`config.mk`:
```
export PLATFORM = sky130hd
export DESIGN_NAME = alu_exec_unit
export DESIGN_NICKNAME = d
export VERILOG_FILES = /design/src/rtl/alu_exec_unit.sv
export SDC_FILE = /design/constraint.sdc
export NUM_CORES = 1
export LEC_CHECK = 0
export ABC_AREA = 0
export CORE_ASPECT_RATIO = 0.75
export CORE_MARGIN = 2
export CORE_UTILIZATION = 55
export CTS_CLUSTER_DIAMETER = 60
export DETAILED_ROUTE_END_ITERATION = 8
export PLACE_DENSITY = 0.76
export SYNTH_ARGS = -nofsm -noshare
export SYNTH_HDL_FRONTEND = slang
export SYNTH_SLANG_ARGS = --single-unit
```
`constraint.sdc`:
```
create_clock -name clk -period 5.4 [get_ports clk]
set_clock_uncertainty 0.2 [all_clocks]
set_input_delay 1.35 -clock clk [delete_from_list [all_inputs] [get_ports clk]]
set_output_delay 1.35 -clock clk [all_outputs]
set_load 0.05 [all_outputs]
```
`src/rtl/alu_exec_unit.sv`:
```
// ALU execute unit: single-cycle ops plus iterative shift-add multiply.
// Define ALU_FLAGS_EN to register {N,Z,C,V} with each result.
module alu_exec_unit #(
  parameter int WIDTH = 32
) (
  input  logic             clk,
  input  logic             rst_n,
  input  logic             in_valid,
  output logic             in_ready,
  input  logic [2:0]       ALUControl,
  input  logic [WIDTH-1:0] src_a,
  input  logic [WIDTH-1:0] src_b,
  output logic             out_valid,
  input  logic             out_ready,
  output logic [WIDTH-1:0] result,
  output logic [3:0]       flags
);

  localparam int SW = $clog2(WIDTH);

  localparam logic [2:0] OP_ADD = 3'b000;
  localparam logic [2:0] OP_SUB = 3'b001;
  localparam logic [2:0] OP_MUL = 3'b010;
  localparam logic [2:0] OP_AND = 3'b011;
  localparam logic [2:0] OP_OR  = 3'b100;
  localparam logic [2:0] OP_XOR = 3'b101;
  localparam logic [2:0] OP_SLL = 3'b110;
  localparam logic [2:0] OP_SRL = 3'b111;

  typedef enum logic [1:0] {
    IDLE = 2'b00,
    BUSY = 2'b01,
    DONE = 2'b10
  } state_e;

  state_e           state_q, state_d;
  logic [WIDTH-1:0] mcand_q, mcand_d;
  logic [WIDTH-1:0] mplier_q, mplier_d;
  logic [WIDTH-1:0] acc_q, acc_d;
  logic [SW-1:0]    cnt_q, cnt_d;
  logic [WIDTH-1:0] res_q, res_d;
  logic             res_ld;

  logic             accept;
  logic             last;
  logic [SW-1:0]    shamt;
  logic [WIDTH-1:0] alu_res;
  logic [WIDTH-1:0] mul_sum;

  assign in_ready  = (state_q == IDLE);
  assign out_valid = (state_q == DONE);
  assign result    = res_q;

  assign accept  = in_valid && in_ready;
  assign last    = (cnt_q == SW'(WIDTH-1));
  assign shamt   = src_b[SW-1:0];
  assign mul_sum = acc_q + (mplier_q[0] ? mcand_q : '0);

  always_comb begin
    alu_res = '0;
    unique case (ALUControl)
      OP_ADD:  alu_res = src_a + src_b;
      OP_SUB:  alu_res = src_a - src_b;
      OP_MUL:  alu_res = '0;
      OP_AND:  alu_res = src_a & src_b;
      OP_OR:   alu_res = src_a | src_b;
      OP_XOR:  alu_res = src_a ^ src_b;
      OP_SLL:  alu_res = src_a << shamt;
      OP_SRL:  alu_res = src_a >> shamt;
      default: alu_res = '0;
    endcase
  end

  always_comb begin
    state_d  = state_q;
    mcand_d  = mcand_q;
    mplier_d = mplier_q;
    acc_d    = acc_q;
    cnt_d    = cnt_q;
    res_d    = res_q;
    res_ld   = 1'b0;
    unique case (state_q)
      IDLE: begin
        if (accept) begin
          if (ALUControl == OP_MUL) begin
            state_d  = BUSY;
            mcand_d  = src_a;
            mplier_d = src_b;
            acc_d    = '0;
            cnt_d    = '0;
          end else begin
            state_d = DONE;
            res_d   = alu_res;
            res_ld  = 1'b1;
          end
        end
      end
      BUSY: begin
        // one multiplier bit per cycle, fixed WIDTH iterations
        acc_d    = mul_sum;
        mcand_d  = mcand_q << 1;
        mplier_d = mplier_q >> 1;
        cnt_d    = cnt_q + SW'(1);
        if (last) begin
          state_d = DONE;
          res_d   = mul_sum;
          res_ld  = 1'b1;
        end
      end
      DONE: begin
        if (out_ready) state_d = IDLE;
      end
      default: state_d = IDLE;
    endcase
  end

  always_ff @(posedge clk or negedge rst_n) begin
    if (!rst_n) begin
      state_q  <= IDLE;
      mcand_q  <= '0;
      mplier_q <= '0;
      acc_q    <= '0;
      cnt_q    <= '0;
      res_q    <= '0;
    end else begin
      state_q  <= state_d;
      mcand_q  <= mcand_d;
      mplier_q <= mplier_d;
      acc_q    <= acc_d;
      cnt_q    <= cnt_d;
      res_q    <= res_d;
    end
  end

`ifdef ALU_FLAGS_EN
  logic [3:0] flags_q, flags_d;
  logic       c_d, v_d;

  always_comb begin
    c_d = 1'b0;
    v_d = 1'b0;
    // carry/overflow only apply to add/sub, which finish from IDLE
    if (state_q == IDLE && ALUControl == OP_ADD) begin
      c_d = (alu_res < src_a);
      v_d = (src_a[WIDTH-1] == src_b[WIDTH-1]) &&
            (alu_res[WIDTH-1] != src_a[WIDTH-1]);
    end else if (state_q == IDLE && ALUControl == OP_SUB) begin
      c_d = (src_a >= src_b);
      v_d = (src_a[WIDTH-1] != src_b[WIDTH-1]) &&
            (alu_res[WIDTH-1] != src_a[WIDTH-1]);
    end
    flags_d = flags_q;
    if (res_ld) flags_d = {res_d[WIDTH-1], (res_d == '0), c_d, v_d};
  end

  always_ff @(posedge clk or negedge rst_n) begin
    if (!rst_n) flags_q <= 4'b0000;
    else        flags_q <= flags_d;
  end

  assign flags = flags_q;
`else
  assign flags = 4'b0000;
`endif

endmodule

```
==> flow_metrics.env <==
export IMPL_rows=52
export IMPL_grt_max_degree=96
export IMPL_wl_microns=57600
export IMPL_syn2layout_area_growth_pct=18.8
export IMPL_core_sq_mm=0.0268
export IMPL_cts_buffer_depth=2
export IMPL_antennaDiodeCount=0
export IMPL_drtPass1Iterations=5
export IMPL_grt_setup_unrepaired="yes"
export IMPL_start_util_pct=55.7
export IMPL_final_nets=2223
export IMPL_numPortBuffers=104
export IMPL_ys_async_sr_fraction_pct=100
export IMPL_setup_tns_ns=0
export IMPL_cp_data_arrival_time_ns=5.25
export IMPL_maxCapViolCount=0
export IMPL_gp_congestion=1.08
export IMPL_slew_limit_headroom_pct=36.4
export IMPL_clk_latency_ns=0.45
export IMPL_hold_slack_ns=0.275
export IMPL_syn_inst=1863
export IMPL_path_clk_slew_ns=0.06
export IMPL_vias=16000
export IMPL_synth_seq_cells=135
export IMPL_synth_edf_count=0
export IMPL_setup_worst_path_start_class="input port"
export IMPL_cts_buffers=17
export IMPL_final_setup_viol_count=0
export IMPL_dieArea_sq_mm=0.0285
export IMPL_grt_pass1_vias=15000
export IMPL_clock_fmax_mhz=195
export IMPL_synth_area_leader_cell="dfrtp_1"
export IMPL_die_w_microns=194
export IMPL_drtAntennaViolNets=0
export IMPL_yosysSeqAreaShare_pct=22.6
export IMPL_tightest_slew_ns=0.954
export IMPL_synthTopCellsByCount="227 x nor2_1, 186 x a21oi_1, 178 x nand2_1"
export IMPL_slew_violations=0
export IMPL_vias_per_cell=6.70
export IMPL_synthTopCellsByArea="dfrtp_1 23%, ha_1 11%, mux4_2 8.6%"
export IMPL_required_ns=5.51
export IMPL_path_max_fanout=7
export IMPL_ctsHoldBuffers=0
export IMPL_drc=0
export IMPL_synth_most_common_cell="nor2_1"
export IMPL_n_fill_cell=2300
export IMPL_cts_max_level=4
export IMPL_cts_sinks=135
export IMPL_ios=109
export IMPL_synth_top_flop_cell="dfrtp_1"
export IMPL_pwr_density_cell_mw_per_mm2=369
export IMPL_crit_path_end_kind="register"
export IMPL_avgSynthCellArea_sq_um=8.01
export IMPL_finalCriticalPeriod_ns=5.14
export IMPL_drtIter0Drc=1827
export IMPL_p_leak_nw=8.06
export IMPL_yosys_warnings=0
export IMPL_synth_cell_types=82
export IMPL_root_buffer="clkbuf_16"
export IMPL_hold_viol=0
export IMPL_wl_per_cell_microns=24.2
export IMPL_criticalPathCategory="input port to register"
export IMPL_antenna_found_initial=1
export IMPL_place_hpwl_microns=44200
export IMPL_outcome="finished, final reports clean"
export IMPL_syn_area_sq_mm=0.0149
export IMPL_post_route_period_util_pct=95.1
export IMPL_layout_drive_gt1_share_pct=14.3
export IMPL_hold_path_class="register to register"
export IMPL_ir_drop_v=0.000585
export IMPL_grt_pass1_wl_microns=88800
export IMPL_die_h_microns=147
export IMPL_grt_overflow=0
export IMPL_synth_top_area_share_pct=22.6
export IMPL_cts_tree="built"
export IMPL_grt_usage_pct=40.4
-- layout by cell type (no fill, tap or decap), types with 19 or more instances in the layout --
master           count
nor2_1             225
a21oi_1            185
xor2_1              20
nand3_1             27
a22oi_1             19
nor3_1              35
mux4_2              57
inv_1               74
and2_1              35
o21ai_0            147
clkdlybuf4s50_1    100
a22o_1              39
mux2i_1             46
a21o_1              35
ha_1               130
o22ai_1             23
a31oi_1             22
buf_4              155
nand2_1            178
xnor2_1             61
dfrtp_1            135
o211ai_1            19
o221ai_1            20
-- registers in the layout (all words and copies together), names as in the netlist --
register,flops
acc_q,32
cnt_q,5
mcand_q,32
mplier_q,32
result,32
state_q,2
-- final timing paths --
check | from | end | slack, ns | cells after the start
min | result[7] | result[7] | 0.28 | 1
max reg2reg | mplier_q[0] | result[24] | 0.94 | 12
min reg2reg | result[7] | result[7] | 0.28 | 1
min in group asynchronous | rst_n | result[4] | 0.76 | 1
max in group asynchronous | rst_n | result[20] | 3.22 | 2
max | src_b[2] | result[22] | 0.26 | 17
-- critical path, stage by stage --
cell and delay (ns):
clkdlybuf4s50_1 0.44, nor3_2 0.33, buf_4 0.28, a21oi_1 0.11
xnor2_1 0.13, ha_1 0.30, a2111oi_0 0.43, o211ai_1 0.32
nand3_1 0.23, o211ai_1 0.12, buf_4 0.16, a21oi_1 0.13
buf_4 0.15, buf_4 0.10, xnor2_1 0.07, a221oi_1 0.47
nor2_1 0.11
-- where the power goes --
| group | leakage, nW | internal [W] | total, W | switching, W |
|---|---|---|---|---|
| Clock | 0.286 | 0.000698 | 0.00122 | 0.000517 |
| Sequential | 1.70 | 0.00148 | 0.00186 | 0.000377 |
| Combinational | 6.07 | 0.00134 | 0.00347 | 0.00213 |
-- per-stage QoR --
step | cell area (sq um) | std cells | util (%) | worst slack [ns] | power (W)
floorplan | 14900 | 1866 | - | 0.213 | 0.00404
global placement | 17100 | 2350 | 63.7 | -0.323 | 0.00513
detailed placement | 17100 | 2350 | 63.7 | -0.291 | 0.00523
CTS | 17700 | 2382 | 65.9 | 0.146 | 0.00647
global route | 17700 | 2384 | 66.1 | -0.0456 | 0.00691
finish | 17700 | 2384 | 66.1 | 0.262 | 0.00654
-- layout make-up --
class / instances / area (sq um) / area share [%]
multi-input combinational: 1527 / 10800 / 61.0
clock buffer: 19 / 443 / 2.50
timing repair buffer: 259 / 2210 / 12.4
inverter: 80 / 300 / 1.69
clock inverter: 13 / 145 / 0.819
sequential: 135 / 3380 / 19.1
tap: 351 / 439 / 2.48
-- cells by family (layout without fill, tap and decap cells) --
| group | after synthesis | in the layout | share of synthesized area, % |
|---|---|---|---|
| adders and majority gates | 132 | 132 | 11.2 |
| DFF | 135 | 135 | 22.6 |
| other | 1 | 4 | 0.0251 |
| AOI/OAI and AO/OA | 620 | 620 | 26.4 |
| and+or+nand+nor | 583 | 583 | 17.6 |
| buffers and inverters | 204 | 371 | 5.40 |
| muxes | 107 | 107 | 12.0 |
| xor gates and xnor gates | 81 | 81 | 4.75 |
-- timing repair --
item                                    4_1_cts  5_1_grt
endpoints found under the setup margin        0       14
resized for setup                             0        9
setup buffers                                 0        2
hold endpoints to repair                      0        0
-- routing by layer --
layer	GRT usage (%)	wire, microns
met1	55.3	23700
met2	61.0	24500
met3	9.63	6420
met4	18.1	3020
met5	0	13
(Power assumes the default switching activity.)
